**src/rtl/layer_int_arbiter_if.sv**
```systemverilog
// Handshake bundle between the layer interrupt arbiter, the detector layers
// and the SPI readout engine.
interface layer_int_arbiter_if #(
  parameter int NLAYERS = 20,
  parameter int LW      = $clog2(NLAYERS)
);
  logic [NLAYERS-1:0] layer_interruptn;
  logic               enable;
  logic [NLAYERS-1:0] layer_hold;
  logic               grant_valid;
  logic [LW-1:0]      grant_layer;
  logic               grant_ready;
  logic               readout_done;
  logic [NLAYERS-1:0] pending;
  logic               busy;
  logic               timeout_err;
  logic [7:0]         spurious_cnt;

  modport master (
    input  layer_interruptn, enable, grant_ready, readout_done,
    output layer_hold, grant_valid, grant_layer, pending, busy,
           timeout_err, spurious_cnt
  );

  modport slave (
    output layer_interruptn, enable, grant_ready, readout_done,
    input  layer_hold, grant_valid, grant_layer, pending, busy,
           timeout_err, spurious_cnt
  );
endinterface

```
**src/rtl/layer_int_arbiter.sv**
```systemverilog
// Round-robin arbiter: synchronizes active-low layer interrupts, holds one
// layer at a time and hands it to the SPI readout engine.
module layer_int_arbiter #(
  parameter int NLAYERS     = 20,
  parameter int SYNC_STAGES = 2,
  parameter int HOLD_SETTLE = 4,
  parameter int TIMEOUT     = 1024,
  parameter int LW          = $clog2(NLAYERS)
) (
  input  logic                  sysclk,
  input  logic                  rst,
  layer_int_arbiter_if.master   bus
);

  typedef enum logic [2:0] {IDLE, HOLD, GRANT, READOUT, RELEASE} state_t;

  localparam int CMAX = (TIMEOUT > HOLD_SETTLE) ? TIMEOUT : HOLD_SETTLE;
  localparam int CW   = $clog2(CMAX) + 1;

  state_t             state_q, state_d;
  logic [NLAYERS-1:0] sync_q [SYNC_STAGES];
  logic [NLAYERS-1:0] pending_w;
  logic [CW-1:0]      cnt_q;
  logic [LW-1:0]      grant_q;
  logic [LW-1:0]      last_q;
  logic               sel_q;
  logic [7:0]         spur_q;
  logic               sel_found;
  logic [LW-1:0]      sel_idx;
  logic               sel_take;
  int                 cand;
  logic [LW-1:0]      cand_idx;

  assign pending_w = sync_q[SYNC_STAGES-1];
  assign sel_take  = (state_q == IDLE) && !sel_q && bus.enable && sel_found;

  // Round-robin search starting just above the last accepted grant.
  always_comb begin
    sel_found = 1'b0;
    sel_idx   = '0;
    cand      = 0;
    cand_idx  = '0;
    for (int i = 0; i < NLAYERS; i++) begin
      cand = int'(last_q) + 1 + i;
      if (cand >= NLAYERS) cand = cand - NLAYERS;
      cand_idx = LW'(cand);
      if (!sel_found && pending_w[cand_idx]) begin
        sel_found = 1'b1;
        sel_idx   = cand_idx;
      end
    end
  end

  always_ff @(posedge sysclk) begin
    if (rst) state_q <= IDLE;
    else     state_q <= state_d;
  end

  always_comb begin
    state_d = state_q;
    case (state_q)
      IDLE:    if (sel_q) state_d = HOLD;
      HOLD: begin
        if (!pending_w[grant_q])                  state_d = RELEASE;
        else if (cnt_q == CW'(HOLD_SETTLE - 1))   state_d = GRANT;
      end
      GRANT:   if (bus.grant_ready) state_d = READOUT;
      READOUT: if (bus.readout_done || cnt_q == CW'(TIMEOUT - 1)) state_d = RELEASE;
      RELEASE: state_d = IDLE;
      default: state_d = IDLE;
    endcase
  end

  // The selection is registered for one IDLE cycle before HOLD, so grant_layer
  // is settled before any hold line is driven.
  always_ff @(posedge sysclk) begin
    if (rst) begin
      for (int s = 0; s < SYNC_STAGES; s++) sync_q[s] <= '0;
      cnt_q   <= '0;
      grant_q <= '0;
      last_q  <= LW'(NLAYERS - 1);
      sel_q   <= 1'b0;
      spur_q  <= '0;
    end else begin
      sync_q[0] <= ~bus.layer_interruptn;
      for (int s = 1; s < SYNC_STAGES; s++) sync_q[s] <= sync_q[s-1];
      sel_q <= sel_take;
      if (sel_take) grant_q <= sel_idx;
      if (state_q == GRANT && bus.grant_ready) last_q <= grant_q;
      if (state_q == HOLD && !pending_w[grant_q] && spur_q != 8'hFF)
        spur_q <= spur_q + 8'd1;
      if (state_d != state_q)
        cnt_q <= '0;
      else if (state_q == HOLD || state_q == READOUT)
        cnt_q <= cnt_q + CW'(1);
    end
  end

  // A readout_done arriving in the final timeout cycle wins over the timeout.
  always_comb begin
    bus.layer_hold  = '0;
    bus.grant_valid = 1'b0;
    bus.busy        = (state_q != IDLE);
    bus.timeout_err = 1'b0;
    case (state_q)
      HOLD:    bus.layer_hold[grant_q] = 1'b1;
      GRANT: begin
        bus.layer_hold[grant_q] = 1'b1;
        bus.grant_valid         = 1'b1;
      end
      READOUT: begin
        bus.layer_hold[grant_q] = 1'b1;
        bus.timeout_err = !bus.readout_done && (cnt_q == CW'(TIMEOUT - 1));
      end
      default: ;
    endcase
  end

  assign bus.grant_layer  = grant_q;
  assign bus.pending      = pending_w;
  assign bus.spurious_cnt = spur_q;

endmodule

```
**src/flat_wrapper.sv**
```systemverilog
// flat-port wrapper written by rule: the top's interface ports become plain ports
module layer_int_arbiter_flat 
#(
  parameter int NLAYERS     = 20,
  parameter int SYNC_STAGES = 2,
  parameter int HOLD_SETTLE = 4,
  parameter int TIMEOUT     = 1024,
  parameter int LW          = $clog2(NLAYERS)
)
  (sysclk, rst, bus_layer_interruptn, bus_enable, bus_grant_ready, bus_readout_done, bus_layer_hold, bus_grant_valid, bus_grant_layer, bus_pending, bus_busy, bus_timeout_err, bus_spurious_cnt);
  layer_int_arbiter_if #(.NLAYERS(NLAYERS), .LW(LW)) bus_i ();
  input  logic sysclk;
  input  logic rst;
  input wire logic [$bits(bus_i.layer_interruptn)-1:0] bus_layer_interruptn;
  input wire logic [$bits(bus_i.enable)-1:0] bus_enable;
  input wire logic [$bits(bus_i.grant_ready)-1:0] bus_grant_ready;
  input wire logic [$bits(bus_i.readout_done)-1:0] bus_readout_done;
  output wire logic [$bits(bus_i.layer_hold)-1:0] bus_layer_hold;
  output wire logic [$bits(bus_i.grant_valid)-1:0] bus_grant_valid;
  output wire logic [$bits(bus_i.grant_layer)-1:0] bus_grant_layer;
  output wire logic [$bits(bus_i.pending)-1:0] bus_pending;
  output wire logic [$bits(bus_i.busy)-1:0] bus_busy;
  output wire logic [$bits(bus_i.timeout_err)-1:0] bus_timeout_err;
  output wire logic [$bits(bus_i.spurious_cnt)-1:0] bus_spurious_cnt;
  assign bus_i.layer_interruptn = bus_layer_interruptn;
  assign bus_i.enable = bus_enable;
  assign bus_i.grant_ready = bus_grant_ready;
  assign bus_i.readout_done = bus_readout_done;
  assign bus_layer_hold = bus_i.layer_hold;
  assign bus_grant_valid = bus_i.grant_valid;
  assign bus_grant_layer = bus_i.grant_layer;
  assign bus_pending = bus_i.pending;
  assign bus_busy = bus_i.busy;
  assign bus_timeout_err = bus_i.timeout_err;
  assign bus_spurious_cnt = bus_i.spurious_cnt;
  layer_int_arbiter #(.NLAYERS(NLAYERS), .SYNC_STAGES(SYNC_STAGES), .HOLD_SETTLE(HOLD_SETTLE), .TIMEOUT(TIMEOUT), .LW(LW)) u_core (.sysclk(sysclk), .rst(rst), .bus(bus_i));
endmodule
```
**config.mk**
```make
export PLATFORM = sky130hd
export DESIGN_NAME = layer_int_arbiter_flat
export DESIGN_NICKNAME = d
export VERILOG_FILES = /design/src/rtl/layer_int_arbiter_if.sv /design/src/rtl/layer_int_arbiter.sv /design/src/flat_wrapper.sv
export SDC_FILE = /design/constraint.sdc
export NUM_CORES = 1
export LEC_CHECK = 0
export ABC_CLOCK_PERIOD_IN_PS = 10750
export CAP_MARGIN = 40
export CORE_MARGIN = 2
export CORE_UTILIZATION = 30
export CTS_CLUSTER_DIAMETER = 150
export CTS_CLUSTER_SIZE = 14
export DETAILED_ROUTE_END_ITERATION = 8
export REMOVE_ABC_BUFFERS = 1
export SLEW_MARGIN = 20
export SYNTH_ARGS = -nofsm -noshare
export SYNTH_HDL_FRONTEND = slang
export SYNTH_SLANG_ARGS = --single-unit
```
**constraint.sdc**
```tcl
create_clock -name sysclk -period 10.75 [get_ports sysclk]
set_input_delay 2.15 -clock sysclk [delete_from_list [all_inputs] [get_ports sysclk]]
set_output_delay 2.15 -clock sysclk [all_outputs]
set_load 0.02 [all_outputs]
```
# Word level (Yosys, flattened, before mapping)
# Memories as Yosys holds them, arrays and structs flattened.
# Cells that the tools add are included.
# Widths: inputs -> output; s select.
# totals
word_cells,274
out_inout_bits,56
ram_bits,40
n_memories,1
inputBits,25
ff_bits,33
# mem_list
name,depth,word_bits,rd,rd_clocked_by_memory_dff,write_ports,line_no,source
u_core.sync_q,2,20,2,0,2,layer_int_arbiter.sv:21,logic [NLAYERS-1:0] sync_q [SYNC_STAGES];
# op_classes
bitwise,3
add_sub_neg,42
magnitude_cmp,42
n_eq_ne,7
n_reduce_logical,55
n_mux,118
# op_table
cell,count
$ge 32x6->1 const B,19
$mux 5,40
$lt 5x6->1 const B,21
$bmux 1 s5,21
$sub 5x5->5 const B,20
$mux 20,3
$add 6x4->7 const B,8
$mux 1,47
$add 6x3->7 const B,4
$add 6x5->7 const B,4
$logic_and 1x1->1,27
$logic_not 1->1,22
$not 20->20,1
$mux 3,5
$add 6x2->7 const B,2
$pmux 3 s4,1
$add 11x1->11 const B,1
$eq 11x10->1 const B,1
$eq 11x2->1 const B,1
$add 8x1->8 const B,1
$ne 8x8->1 const B,1
$add 6x1->7 const B,1
$add 5x1->6 const B,1
$eq 3x2->1 const B,2
11 further kinds,13

# Longest topological paths before layout
# Gate-level depths: netlist of the first run.
# depth
depth_word,64
depth_mapped,28
mapped_depth_nobuf,21

# Least setup slack after synthesis of the first run
# OpenSTA, ideal clock, no wires.
# synth_path
path_type,register -> register
from,register u_core.last_q[0]
to,register u_core.grant_q[1] (netlist: u_core.bus.grant_layer[1])
slack_ps,4780
path_stages_with_launch,29
synth_period_minus_slack_ps,5970
t_required_ps,10616
path_buffers,8
arrival_ps,5835
setup_time_ps,134
cell_sequence,dfxtp_1 buf_4 buf_2 inv_1 buf_1 ha_1 buf_4 buf_2 buf_2 o22ai_1 a211oi_1 xnor2_1 inv_1 ha_1 clkbuf_1 a21boi_0 nor2_1 mux2_2 o31a_1 or2_1 mux2_2 a21oi_4 nand2_1 buf_2 or4_4 o22ai_1 nor3_1 nor3b_2 nor4_2
# synth_via
elab_chain_cells,64
elab_cells_between_ends,199
classes_between,add/sub: 40; order compare: 20; mux: 100; reduce/logical: 39
# synth_rtl
item,line_no,source
start: declaration,layer_int_arbiter.sv:25,logic [LW-1:0] last_q;
start signal: assignment,layer_int_arbiter.sv:81,last_q <= LW'(NLAYERS - 1);
start signal: assignment,layer_int_arbiter.sv:89,if (state_q == GRANT && bus.grant_ready) last_q <= grant_q;
$add 5x1->6 (*),layer_int_arbiter.sv:44,cand = int'(last_q) + 1 + i;
"parallel branches: the longest is 63 deep, another holds $ge 32x6->1",n/a,
end signal: assignment,layer_int_arbiter.sv:88,if (sel_take) grant_q <= sel_idx;
end: declaration,layer_int_arbiter.sv:24,logic [LW-1:0] grant_q;
# Mark *: on every way between the ends. The select of a mux whose other input is x is not followed.
# A chain may end at the register's enable or synchronous reset.

# Final worst setup path of the first run
# layout_path
from,register u_core.last_q[0]
to,register u_core.grant_q[4] (netlist: u_core.bus.grant_layer[4])
# Same word-level chain as after synthesis.

==> impl_summary.log, run 1 <==
[metrics] master of the slowest instance on the critical path: sky130_fd_sc_hd__nor4_4
[metrics] die outline area: 35640 um2
[metrics] worst hold path cell count: 1
[metrics] number of DRC markers after the initial detailed-route iteration: 1503
[metrics] H-Tree Depth: 3
[metrics] fill cell instance count of the final layout: 3512
[metrics] slowest cell delay on critical path: 0.61 ns
[metrics] ratio of final minimum period to clock period: 66.48%
[metrics] Slew HR: 37.68%
[metrics] number of nets in the final layout: 1430
[metrics] type of the worst min-delay path: reg2reg
[metrics] footprint of the multi-input gates: 7954 um2
[metrics] worst slack at placement: 3.329 ns
[metrics] routed wire length per instance: 22.79 um
[metrics] Synth Warn #: 0
[metrics] top cells by instance count after synthesis: 142 x sky130_fd_sc_hd__nor2_1, 114 x sky130_fd_sc_hd__nand2_1, 90 x sky130_fd_sc_hd__a21oi_1
[metrics] R2R depth: 21
[metrics] Std-Cell Rows: 67
[metrics] hold_buf cts: 0
[metrics] Seq/Total Area, Yosys: 14.26%
[metrics] biggest fanout along the worst timing path: 33
[metrics] Seq. cell area: 1466 um2
[metrics] setup repair after global routing missed its margin: no
[metrics] Initial Util: 30.48%
[metrics] total setup buffers inserted after CTS: 0
[metrics] vias in the first global route: 10.32k
[metrics] Final min period: 7.147 ns
[metrics] Cells after Synth: 1376
[metrics] max-slew violation total from the final report: 0
[metrics] cell chain of the critical path: inv_1 -> ha_2 -> buf_12 -> nand2b_1 -> a21oi_1 -> a211oi_1 -> xnor2_1 -> ha_1 -> a21boi_0 -> nor2_1 -> a221oi_2 -> or3b_1 -> o21ai_0 -> nor4_4 -> nand4_4 -> nor4_4 -> a31oi_1 -> buf_2 -> a21boi_0 -> nand4b_1 -> and3_1
[metrics] global route overflow: 0
[metrics] # resized after CTS: 0
[metrics] Hold Startpoint: u_core.sync_q[0][0]
[metrics] min setup slack post-route: 3.603 ns
[metrics] LEAKAGE: 0.004058 uW
[metrics] DP HPWL: 31.56 mm
[metrics] Startpoint Class: flip-flop
[metrics] chip width: 188.8 um
[metrics] cell chosen for the clock root: sky130_fd_sc_hd__clkbuf_16
[metrics] final core utilization: 34.15%
[metrics] top achievable clock speed: 139.9 MHz
[metrics] Seq cells post-synth: 73
[metrics] CTS Buf Count: 9
[metrics] final routed wirelength across all metal layers: 41.71 mm
[metrics] Clock Skews: 0.01072 ns
[metrics] asr flop ratio synth: 0%
[metrics] Worst Hold Endpoint: u_core.sync_q[0][20]
[metrics] number of antenna violations at the first check in global routing: 0
[metrics] critical path data arrival time: 7.42 ns
[metrics] number of enable-type register cells in the synthesized netlist: 0
[metrics] ant diodes: 0
[metrics] power per unit of standard cell area: 69.34 nW/um2
[metrics] Post-route DRC: 0
[metrics] Synth area leader: sky130_fd_sc_hd__dfxtp_1
[metrics] dominant cells by area after synthesis: sky130_fd_sc_hd__dfxtp_1 14%, sky130_fd_sc_hd__nor2_1 5.2%, sky130_fd_sc_hd__a21oi_1 4.4%
[metrics] Tightest Pin Transition: 0.9348 ns
[metrics] # IOs: 81
[metrics] maximum clock path buffer count: 2
[metrics] final count of hold timing violations: 0
[metrics] core outline area: 33620 um2
[metrics] vias after detailed routing: 11.24k
[metrics] layout cells sized above 1: 11.43%
[metrics] Vias/cell: 6.144
[metrics] final estimated routing congestion in global placement: 1.046
[metrics] Top FF cell, synth: sky130_fd_sc_hd__dfxtp_1
[metrics] TNS Setup: 0 ns
[metrics] Post-DRT Antenna Nets: 0
[metrics] number of failing setup endpoints in the final timing report: 0
[metrics] startpoint of the worst-slack reg-to-reg timing path: u_core.last_q[0]
[metrics] internal reg-to-reg setup slack: 3.60 ns
[metrics] pin count of the biggest net entering global routing: 66
[metrics] WP buf/inv: 3
[metrics] gr usage total: 22.68%
[metrics] most numerous cell in the Yosys netlist: sky130_fd_sc_hd__nor2_1
[metrics] syn avg cell area: 7.445 um2
[metrics] post-synthesis cell area: 10240 um2
[metrics] detailed-router iteration count before antenna repair: 6
[metrics] number of port buffers: 80
[metrics] outcome: finished clean
[metrics] required time of the critical path: 11.02 ns
[metrics] CTS tree: built
[metrics] Worst setup EP type: flip-flop
[metrics] Worst path top cell family by delay: simple AND/OR/NAND/NOR gates
[metrics] maximum ir drop on the vdd rail: 124.8 uV
[metrics] reg2reg end: u_core.bus.grant_layer[4]
[metrics] Worst-Skew Late Latency: 0.34 ns
[metrics] wire length of the first global-routing pass: 62.97 mm
[metrics] area share of the largest cell type after synthesis: 14.26%
[metrics] number of different library cells in the post-synthesis netlist: 117
[metrics] critical path class: reg2reg
[metrics] post-CTS clock slew at the launch and capture registers of the worst setup and hold paths: 0.06 ns
[metrics] maxcap violations: 0
[metrics] Layout area overhead: 12.04%
[metrics] number of sinks handled by clock tree synthesis: 73
[metrics] vertical die dimension: 188.8 um
[metrics] Overall Power: 796.0 uW
-- cell usage in the layout (no fill, tap or decap), types with 10 or more instances in the layout --
cell type	n
sky130_fd_sc_hd__xor2_1	10
sky130_fd_sc_hd__nand2_1	114
sky130_fd_sc_hd__nand2b_1	24
sky130_fd_sc_hd__nor2b_1	32
sky130_fd_sc_hd__a21boi_0	13
sky130_fd_sc_hd__or3_1	12
sky130_fd_sc_hd__nor2_1	142
sky130_fd_sc_hd__clkdlybuf4s50_1	79
sky130_fd_sc_hd__dfxtp_1	69
sky130_fd_sc_hd__buf_4	21
sky130_fd_sc_hd__o21ai_0	81
sky130_fd_sc_hd__nor3_1	47
sky130_fd_sc_hd__inv_1	34
sky130_fd_sc_hd__o22ai_1	16
sky130_fd_sc_hd__o31ai_1	10
sky130_fd_sc_hd__and3_1	17
sky130_fd_sc_hd__mux2i_1	39
sky130_fd_sc_hd__and2_1	17
sky130_fd_sc_hd__nand4_1	18
sky130_fd_sc_hd__o211ai_1	23
sky130_fd_sc_hd__o21a_1	17
sky130_fd_sc_hd__a21oi_1	90
sky130_fd_sc_hd__a31oi_1	16
sky130_fd_sc_hd__mux4_2	18
sky130_fd_sc_hd__mux2_2	28
sky130_fd_sc_hd__o21ai_1	12
sky130_fd_sc_hd__nand3b_1	10
sky130_fd_sc_hd__nand3_1	49
sky130_fd_sc_hd__ha_1	26
sky130_fd_sc_hd__xnor2_1	28
sky130_fd_sc_hd__a211oi_1	15
-- kinds of logic (layout without fill, tap and decap cells) --
logic type               count (synthesis)  after routing  synth area share [%]
multiplexers                            87             87                 11.09
adder cells (fa/ha/maj)                 28             28                 3.420
XOR/XNOR                                47             47                 5.032
flip-flops                              73             73                 14.26
buffers and inverters                  157            163                 8.146
AND/OR/NAND/NOR                        558            558                 29.29
AO/OA/AOI/OAI                          426            426                 28.76
-- where the power goes --
part | internal (uW) | switching [uW] | total [uW]
registers | 281 | 15.9 | 297
logic | 63.8 | 84.4 | 148
clock network | 229 | 121 | 351
total | 575 | 221 | 796
-- sequential cells by signal (all words and copies together), names as in the netlist --
name / flops
u_core.sync_q: 40
u_core.bus.grant_layer: 5
u_core.last_q: 5
u_core.state_q: 3
u_core.cnt_q: 11
u_core.sel_q: 1
u_core.bus.spurious_cnt: 8
-- worst max path at each step --
stage                      from                         to  cells after the start
5_1_grt        u_core.last_q[0]  u_core.bus.grant_layer[4]                     21
3_5_place_dp   u_core.last_q[0]  u_core.bus.grant_layer[1]                     20
4_1_cts        u_core.last_q[0]  u_core.bus.grant_layer[1]                     20
3_3_place_gp   u_core.last_q[0]  u_core.bus.grant_layer[4]                     20
2_1_floorplan  u_core.last_q[0]  u_core.bus.grant_layer[4]                     20
6_report       u_core.last_q[0]  u_core.bus.grant_layer[4]                     21
-- through the flow --
| stage | instances | cell area (um2) | hold WS, ns |
|---|---|---|---|
| after detailed placement | 1812 | 11100 | 0.4204 |
| after global routing | 1830 | 11480 | 0.4511 |
| final | 1830 | 11480 | 0.4280 |
| after global placement | 1808 | 11080 | 0.4160 |
| after floorplan | 1259 | 9560 | 0.4138 |
| after CTS | 1828 | 11450 | 0.4308 |
-- layer usage --
layer | GRT usage [%] | part of all wire [%] | vias to the layer above
met5 | 0 | 0 | -
met4 | 11.60 | 5.5 | 0
met3 | 4.172 | 10 | 114
met2 | 34.45 | 42 | 720
met1 | 30.60 | 42 | 5258
li1 | - | - | 5152
-- cell type report --
cell class / instances / area share, %
inverter: 40 / 1.308
clock buffer: 9 / 1.962
sequential: 73 / 12.78
timing repair buffer: 107 / 8.688
tap: 448 / 4.883
clock inverter: 7 / 1.090
multi-input combinational: 1146 / 69.29
Note: power is estimated with default switching activity, not from simulation.
==> run 2: changes to the inputs <==
--- a/config.mk
+++ b/config.mk
@@ -5,7 +5,7 @@
 export SDC_FILE = /design/constraint.sdc
 export NUM_CORES = 1
 export LEC_CHECK = 0
-export ABC_CLOCK_PERIOD_IN_PS = 10750
+export ABC_CLOCK_PERIOD_IN_PS = 7000
 export CAP_MARGIN = 40
 export CORE_MARGIN = 2
 export CORE_UTILIZATION = 30
==> constraint.sdc (replaced) <==
create_clock -name sysclk -period 7 [get_ports sysclk]
set_input_delay 1.4 -clock sysclk [delete_from_list [all_inputs] [get_ports sysclk]]
set_output_delay 1.4 -clock sysclk [all_outputs]
set_load 0.02 [all_outputs]
==> impl_summary.log, run 2 (synthesized netlist as in run 1, its figures left out) <==
[metrics] met2 Usage GRT: 36.02% (was 34.45%)
[metrics] Final min period: 6.326 ns (was 7.147 ns)
[metrics] CTS tree: built (unchanged)
[metrics] area after detailed placement: 11320 um2 (was 11100 um2)
[metrics] non-filler instance count after layout: 1857 (was 1830)
[metrics] reg2reg end: u_core.bus.grant_layer[1] (was u_core.bus.grant_layer[4])
[metrics] number of DRC markers after the initial detailed-route iteration: 1283 (was 1503)
[metrics] global route overflow: 0 (unchanged)
[metrics] gr usage total: 23.70% (was 22.68%)
[metrics] # IOs: 81 (unchanged)
[metrics] termination of the worst setup path: u_core.bus.grant_layer[1] (was u_core.bus.grant_layer[4])
[metrics] TNS Setup: 0 ns (unchanged)
[metrics] Cell Count Post-Placement: 1839 (was 1812)
[metrics] top achievable clock speed: 158.1 MHz (was 139.9 MHz)
[metrics] Initial Util: 30.48% (unchanged)
[metrics] Startpoint Class: flip-flop (unchanged)
[metrics] max-slew violation total from the final report: 0 (unchanged)
[metrics] power per unit of standard cell area: 103.1 nW/um2 (was 69.34 nW/um2)
[metrics] largest reg by FF count: u_core.sync_q (unchanged)
[metrics] Crit. Startpoint: u_core.last_q[0] (unchanged)
[metrics] Std-Cell Rows: 67 (unchanged)
[metrics] required time of the critical path: 7.25 ns (was 11.02 ns)
[metrics] core outline area: 33620 um2 (unchanged)
[metrics] number of failing setup endpoints in the final timing report: 0 (unchanged)
[metrics] CTS Buf Count: 9 (unchanged)
[metrics] critical path data arrival time: 6.58 ns (was 7.42 ns)
[metrics] pin count of the biggest net entering global routing: 65 (was 66)
[metrics] Layout area overhead: 13.74% (was 12.04%)
[metrics] type of the worst min-delay path: reg2reg (unchanged)
[metrics] LEAKAGE: 0.004176 uW (was 0.004058 uW)
[metrics] hold_buf cts: 0 (unchanged)
[metrics] M3 GR Usage: 4.377% (was 4.172%)
[metrics] vias after detailed routing: 11.36k (was 11.24k)
[metrics] most used cells in the layout excluding fill and tap cells: 142 x sky130_fd_sc_hd__nor2_1, 114 x sky130_fd_sc_hd__nand2_1, 90 x sky130_fd_sc_hd__a21oi_1 (unchanged)
[metrics] total setup buffers inserted after CTS: 0 (unchanged)
[metrics] Tightest Pin Transition: 0.9337 ns (was 0.9348 ns)
[metrics] number of port buffers: 80 (unchanged)
[metrics] vertical die dimension: 188.8 um (unchanged)
[metrics] setup repair after global routing missed its margin: no (unchanged)
[metrics] final core utilization: 34.66% (was 34.15%)
[metrics] Worst setup EP type: flip-flop (unchanged)
[metrics] flip-flop count of the largest register, all copies and words added: 40 (unchanged)
[metrics] startpoint of the worst-slack reg-to-reg timing path: u_core.last_q[0] (unchanged)
[metrics] Final Cell Area: 11650 um2 (was 11480 um2)
[metrics] # resized after CTS: 0 (unchanged)
[metrics] most common library cell in the layout ignoring fill and taps: sky130_fd_sc_hd__nor2_1 (unchanged)
[metrics] post-route worst hold slack: 0.4206 ns (was 0.4280 ns)
[metrics] vias in the first global route: 10.45k (was 10.32k)
[metrics] layer with the highest usage: met2 (unchanged)
[metrics] chip width: 188.8 um (unchanged)
[metrics] Slew HR: 36.15% (was 37.68%)
[metrics] internal reg-to-reg setup slack: 0.67 ns (was 3.60 ns)
[metrics] biggest fanout along the worst timing path: 25 (was 33)
[metrics] critical path class: reg2reg (unchanged)
[metrics] Clock Skews: 0.01352 ns (was 0.01072 ns)
[metrics] post-CTS clock slew at the launch and capture registers of the worst setup and hold paths: 0.07 ns (was 0.06 ns)
[metrics] layout cells sized above 1: 13.06% (was 11.43%)
[metrics] routed wire length per instance: 23.23 um (was 22.79 um)
[metrics] DP HPWL: 33.38 mm (was 31.56 mm)
[metrics] number of sinks handled by clock tree synthesis: 73 (unchanged)
[metrics] met1 routing resource usage after global routing: 31.74% (was 30.60%)
[metrics] maxcap violations: 0 (unchanged)
[metrics] R2R depth: 19 (was 21)
[metrics] final routed wirelength across all metal layers: 43.14 mm (was 41.71 mm)
[metrics] ant diodes: 0 (unchanged)
[metrics] Vias/cell: 6.116 (was 6.144)
[metrics] outcome: finished clean (unchanged)
[metrics] final count of hold timing violations: 0 (unchanged)
[metrics] cell chosen for the clock root: sky130_fd_sc_hd__clkbuf_16 (unchanged)
[metrics] maximum clock path buffer count: 2 (unchanged)
[metrics] wire length of the first global-routing pass: 64.88 mm (was 62.97 mm)
[metrics] detailed-router iteration count before antenna repair: 5 (was 6)
[metrics] Worst-Skew Late Latency: 0.35 ns (was 0.34 ns)
[metrics] maximum ir drop on the vdd rail: 135.8 uV (was 124.8 uV)
[metrics] H-Tree Depth: 3 (unchanged)
[metrics] die outline area: 35640 um2 (unchanged)
[metrics] final estimated routing congestion in global placement: 1.019 (was 1.046)
[metrics] number of antenna violations at the first check in global routing: 0 (unchanged)
[metrics] Post-DRT Antenna Nets: 0 (unchanged)
[metrics] ratio of final minimum period to clock period: 90.38% (was 66.48%)
[metrics] Post-route DRC: 0 (unchanged)
[metrics] number of nets in the final layout: 1457 (was 1430)
run 2: cell types whose count changed in the layout (fill, tap and decap cells not counted), sizes merged:
| cell | change |
|---|---|
| clkbuf | +3 |
| buf | +25 |
| inv | -1 |
| bufinv | -1 |
| clkinvlp | +1 |
run 2: metal layers:
metal  up-vias  part of all wire (%)
met1      5376                    42
met2       666                    42
met5         -                     0
met3       117                    10
met4         0                   6.0
li1       5198                     -
run 2: layout make-up:
type                       count  area [um2]
sequential                    73        1466
clock inverter                 6       90.09
fill                        3529       21960
multi-input combinational   1146        7954
inverter                      40       150.1
timing repair buffer         134        1202
clock buffer                  10       229.0
tap                          448       560.5
run 2: worst min-delay path by stage:
stage          cells after the start                   end                start
2_1_floorplan                      1  u_core.sync_q[0][20]  u_core.sync_q[0][0]
3_3_place_gp                       1  u_core.sync_q[0][24]  u_core.sync_q[0][4]
3_5_place_dp                       1  u_core.sync_q[0][23]  u_core.sync_q[0][3]
4_1_cts                            1  u_core.sync_q[0][23]  u_core.sync_q[0][3]
5_1_grt                            1  u_core.sync_q[0][23]  u_core.sync_q[0][3]
6_report                           1  u_core.sync_q[0][21]  u_core.sync_q[0][1]
run 2: critical path, stage by stage (launching register included):
cell,delay [ns]
sky130_fd_sc_hd__dfxtp_2,0.48
sky130_fd_sc_hd__ha_2,0.55
sky130_fd_sc_hd__nand2_1,0.27
sky130_fd_sc_hd__a21oi_1,0.25
sky130_fd_sc_hd__a211oi_1,0.09
sky130_fd_sc_hd__xnor2_1,0.52
sky130_fd_sc_hd__ha_1,0.37
sky130_fd_sc_hd__a21boi_0,0.34
sky130_fd_sc_hd__nor2_1,0.09
sky130_fd_sc_hd__a221oi_2,0.48
sky130_fd_sc_hd__or3b_1,0.21
sky130_fd_sc_hd__o21ai_0,0.25
sky130_fd_sc_hd__nor4_4,0.64
sky130_fd_sc_hd__nand4_4,0.26
sky130_fd_sc_hd__nor4_4,0.51
sky130_fd_sc_hd__a31oi_1,0.29
sky130_fd_sc_hd__clkbuf_2,0.23
sky130_fd_sc_hd__nand4_1,0.08
sky130_fd_sc_hd__a211oi_1,0.07
sky130_fd_sc_hd__nor4_2,0.22
run 2: metrics by stage:
step	total power, uW	worst slack [ns]
after global placement	700.3	0.9416
final	1202	0.6735
after floorplan	594.0	-1.627
after detailed placement	699.7	0.8567
after global routing	1249	0.3257
after CTS	1215	0.8065
run 2: report_power, final:
group / internal, uW / switching, uW
logic: 103 / 136
clock network: 314 / 192
registers: 432 / 25.2
total: 849 / 353
==> run 3: changes to the inputs <==
--- a/config.mk
+++ b/config.mk
@@ -13,7 +13,6 @@
 export CTS_CLUSTER_SIZE = 14
 export DETAILED_ROUTE_END_ITERATION = 8
 export REMOVE_ABC_BUFFERS = 1
-export SLEW_MARGIN = 20
 export SYNTH_ARGS = -nofsm -noshare
 export SYNTH_HDL_FRONTEND = slang
 export SYNTH_SLANG_ARGS = --single-unit
==> impl_summary.log, run 3 (synthesized netlist as in run 1, its figures left out) <==
[metrics] post-CTS clock slew at the launch and capture registers of the worst setup and hold paths: 0.08 ns (was 0.07 ns)
[metrics] chip width: 188.8 um (unchanged)
[metrics] Std-Cell Rows: 67 (unchanged)
[metrics] slowest cell delay on critical path: 0.65 ns (was 0.64 ns)
[metrics] outcome: finished clean (unchanged)
[metrics] Initial Util: 30.48% (unchanged)
[metrics] max-slew violation total from the final report: 0 (unchanged)
[metrics] routed wire length per instance: 23.27 um (was 23.23 um)
[metrics] Worst path top cell family by delay: simple AND/OR/NAND/NOR gates (unchanged)
[metrics] maximum ir drop on the vdd rail: 149.1 uV (was 135.8 uV)
[metrics] maximum clock path buffer count: 2 (unchanged)
[metrics] largest reg by FF count: u_core.sync_q (unchanged)
[metrics] master of the slowest instance on the critical path: sky130_fd_sc_hd__or4_4 (was sky130_fd_sc_hd__nor4_4)
[metrics] Post-route DRC: 0 (unchanged)
[metrics] top achievable clock speed: 157.8 MHz (was 158.1 MHz)
[metrics] number of nets in the final layout: 1455 (was 1457)
[metrics] core outline area: 33620 um2 (unchanged)
[metrics] critical path class: reg2reg (unchanged)
[metrics] Hold Startpoint: u_core.sync_q[0][3] (was u_core.sync_q[0][1])
[metrics] biggest fanout along the worst timing path: 25 (unchanged)
[metrics] vias in the first global route: 10.50k (was 10.45k)
[metrics] Slew HR: 36.20% (was 36.15%)
[metrics] number of DRC markers after the initial detailed-route iteration: 1318 (was 1283)
[metrics] ratio of final minimum period to clock period: 90.51% (was 90.38%)
[metrics] most used cells in the layout excluding fill and tap cells: 142 x sky130_fd_sc_hd__nor2_1, 114 x sky130_fd_sc_hd__nand2_1, 90 x sky130_fd_sc_hd__a21oi_1 (unchanged)
[metrics] Vias/cell: 6.121 (was 6.116)
[metrics] DP HPWL: 33.46 mm (was 33.38 mm)
[metrics] type of the worst min-delay path: reg2reg (unchanged)
[metrics] number of failing setup endpoints in the final timing report: 0 (unchanged)
[metrics] cell chain of the critical path: ha_2 -> nand2_1 -> a21oi_1 -> a211oi_1 -> xnor2_1 -> ha_1 -> a21boi_0 -> nor2_1 -> a221oi_2 -> or3b_1 -> o21ai_0 -> nor4_4 -> nand4_4 -> or4_4 -> nor2_1 -> nor3_1 -> nor3b_2 -> nor4_2 (was ha_2 -> nand2_1 -> a21oi_1 -> a211oi_1 -> xnor2_1 -> ha_1 -> a21boi_0 -> nor2_1 -> a221oi_2 -> or3b_1 -> o21ai_0 -> nor4_4 -> nand4_4 -> nor4_4 -> a31oi_1 -> clkbuf_2 -> nand4_1 -> a211oi_1 -> nor4_2)
[metrics] Post-DRT Antenna Nets: 0 (unchanged)
[metrics] Worst setup EP type: flip-flop (unchanged)
[metrics] vias after detailed routing: 11.36k (about the same)
[metrics] number of antenna violations at the first check in global routing: 1 (was 0)
[metrics] layout cells sized above 1: 12.94% (was 13.06%)
[metrics] WP buf/inv: 0 (was 1)
[metrics] Worst-Skew Late Latency: 0.35 ns (about the same)
[metrics] # resized after CTS: 0 (unchanged)
[metrics] final count of hold timing violations: 0 (unchanged)
[metrics] detailed-router iteration count before antenna repair: 6 (was 5)
[metrics] total setup buffers inserted after CTS: 0 (unchanged)
[metrics] hold_buf cts: 0 (unchanged)
[metrics] Tightest Pin Transition: 0.9328 ns (was 0.9337 ns)
[metrics] Startpoint Class: flip-flop (unchanged)
[metrics] setup repair after global routing missed its margin: no (unchanged)
[metrics] Final min period: 6.336 ns (was 6.326 ns)
[metrics] H-Tree Depth: 3 (unchanged)
[metrics] min setup slack post-route: 0.6645 ns (was 0.6735 ns)
[metrics] flip-flop count of the largest register, all copies and words added: 40 (unchanged)
[metrics] required time of the critical path: 7.20 ns (was 7.25 ns)
[metrics] critical path data arrival time: 6.53 ns (was 6.58 ns)
[metrics] Overall Power: 1239 uW (was 1202 uW)
[metrics] pin count of the biggest net entering global routing: 65 (unchanged)
[metrics] Layout area overhead: 13.89% (was 13.74%)
[metrics] LEAKAGE: 0.004177 uW (was 0.004176 uW)
[metrics] worst slack at placement: 0.8510 ns (was 0.8567 ns)
[metrics] vertical die dimension: 188.8 um (unchanged)
[metrics] startpoint of the worst-slack reg-to-reg timing path: u_core.last_q[0] (unchanged)
[metrics] power per unit of standard cell area: 106.2 nW/um2 (was 103.1 nW/um2)
[metrics] gr usage total: 23.66% (was 23.70%)
[metrics] CTS tree: built (unchanged)
[metrics] cell chosen for the clock root: sky130_fd_sc_hd__clkbuf_16 (unchanged)
[metrics] # IOs: 81 (unchanged)
[metrics] number of port buffers: 80 (unchanged)
[metrics] die outline area: 35640 um2 (unchanged)
[metrics] maxcap violations: 0 (unchanged)
[metrics] global route overflow: 0 (unchanged)
[metrics] Crit. Startpoint: u_core.last_q[0] (unchanged)
[metrics] number of sinks handled by clock tree synthesis: 73 (unchanged)
[metrics] CTS Buf Count: 9 (unchanged)
[metrics] library cell appearing most often on the critical path: sky130_fd_sc_hd__nor2_1
[metrics] internal reg-to-reg setup slack: 0.66 ns (was 0.67 ns)
[metrics] final estimated routing congestion in global placement: 1.019 (unchanged)
[metrics] Clock Skews: 0.01626 ns (was 0.01352 ns)
[metrics] final routed wirelength across all metal layers: 43.20 mm (was 43.14 mm)
[metrics] most common library cell in the layout ignoring fill and taps: sky130_fd_sc_hd__nor2_1 (unchanged)
[metrics] wire length of the first global-routing pass: 64.73 mm (was 64.88 mm)
==> run 3: path summary, 6_finish.rpt <==
path	end	cells after the start
min	u_core.sync_q[0][23]	1
max	u_core.bus.grant_layer[1]	18
min reg2reg	u_core.sync_q[0][23]	1
max reg2reg	u_core.bus.grant_layer[1]	18
==> run 3: power breakdown <==
group          total, uW  switching (uW)  internal (uW)
logic                239             136            102
clock network        543             193            350
registers            457            25.1            432
==> run 3: per-layer routing <==
layer | wire [um] | GRT usage (%) | up-vias
met1 | 18040 | 31.37 | 5399
met2 | 17990 | 35.17 | 642
li1 | - | - | 5200
met5 | 0 | 0 | -
met3 | 4241 | 4.787 | 120
met4 | 2919 | 14.48 | 0
==> run 3: through the flow <==
stage | util (%) | hold WS, ns | TNS (ns) | area, um2 | std cells
after floorplan | - | 0.4138 | -9.233 | 9560 | 1259
after global placement | 33.61 | 0.4164 | 0 | 11300 | 1835
after detailed placement | 33.68 | 0.4226 | 0 | 11320 | 1839
after CTS | 34.70 | 0.4249 | 0 | 11660 | 1855
after global routing | 34.70 | 0.4432 | 0 | 11660 | 1855
final | 34.71 | 0.4167 | 0 | 11670 | 1856
==> run 3: worst reg2reg max path: stages, from the launching register on <==
cell,delay [ns]
sky130_fd_sc_hd__dfxtp_2,0.49
sky130_fd_sc_hd__ha_2,0.54
sky130_fd_sc_hd__nand2_1,0.28
sky130_fd_sc_hd__a21oi_1,0.25
sky130_fd_sc_hd__a211oi_1,0.09
sky130_fd_sc_hd__xnor2_1,0.51
sky130_fd_sc_hd__ha_1,0.39
sky130_fd_sc_hd__a21boi_0,0.37
sky130_fd_sc_hd__nor2_1,0.09
sky130_fd_sc_hd__a221oi_2,0.46
sky130_fd_sc_hd__or3b_1,0.21
sky130_fd_sc_hd__o21ai_0,0.25
sky130_fd_sc_hd__nor4_4,0.62
sky130_fd_sc_hd__nand4_4,0.27
sky130_fd_sc_hd__or4_4,0.65
sky130_fd_sc_hd__nor2_1,0.28
sky130_fd_sc_hd__nor3_1,0.14
sky130_fd_sc_hd__nor3b_2,0.24
sky130_fd_sc_hd__nor4_2,0.06
==> run 3: final cells by class <==
class	count	area, um2
multi-input cells	1146	7954
repair buffers	132	1190
diodes	1	2.502
flip-flops and latches	73	1466
clock inverters	6	115.1
fillers	3549	21950
clock buffers	10	229.0
well taps	448	560.5
inverters	40	150.1
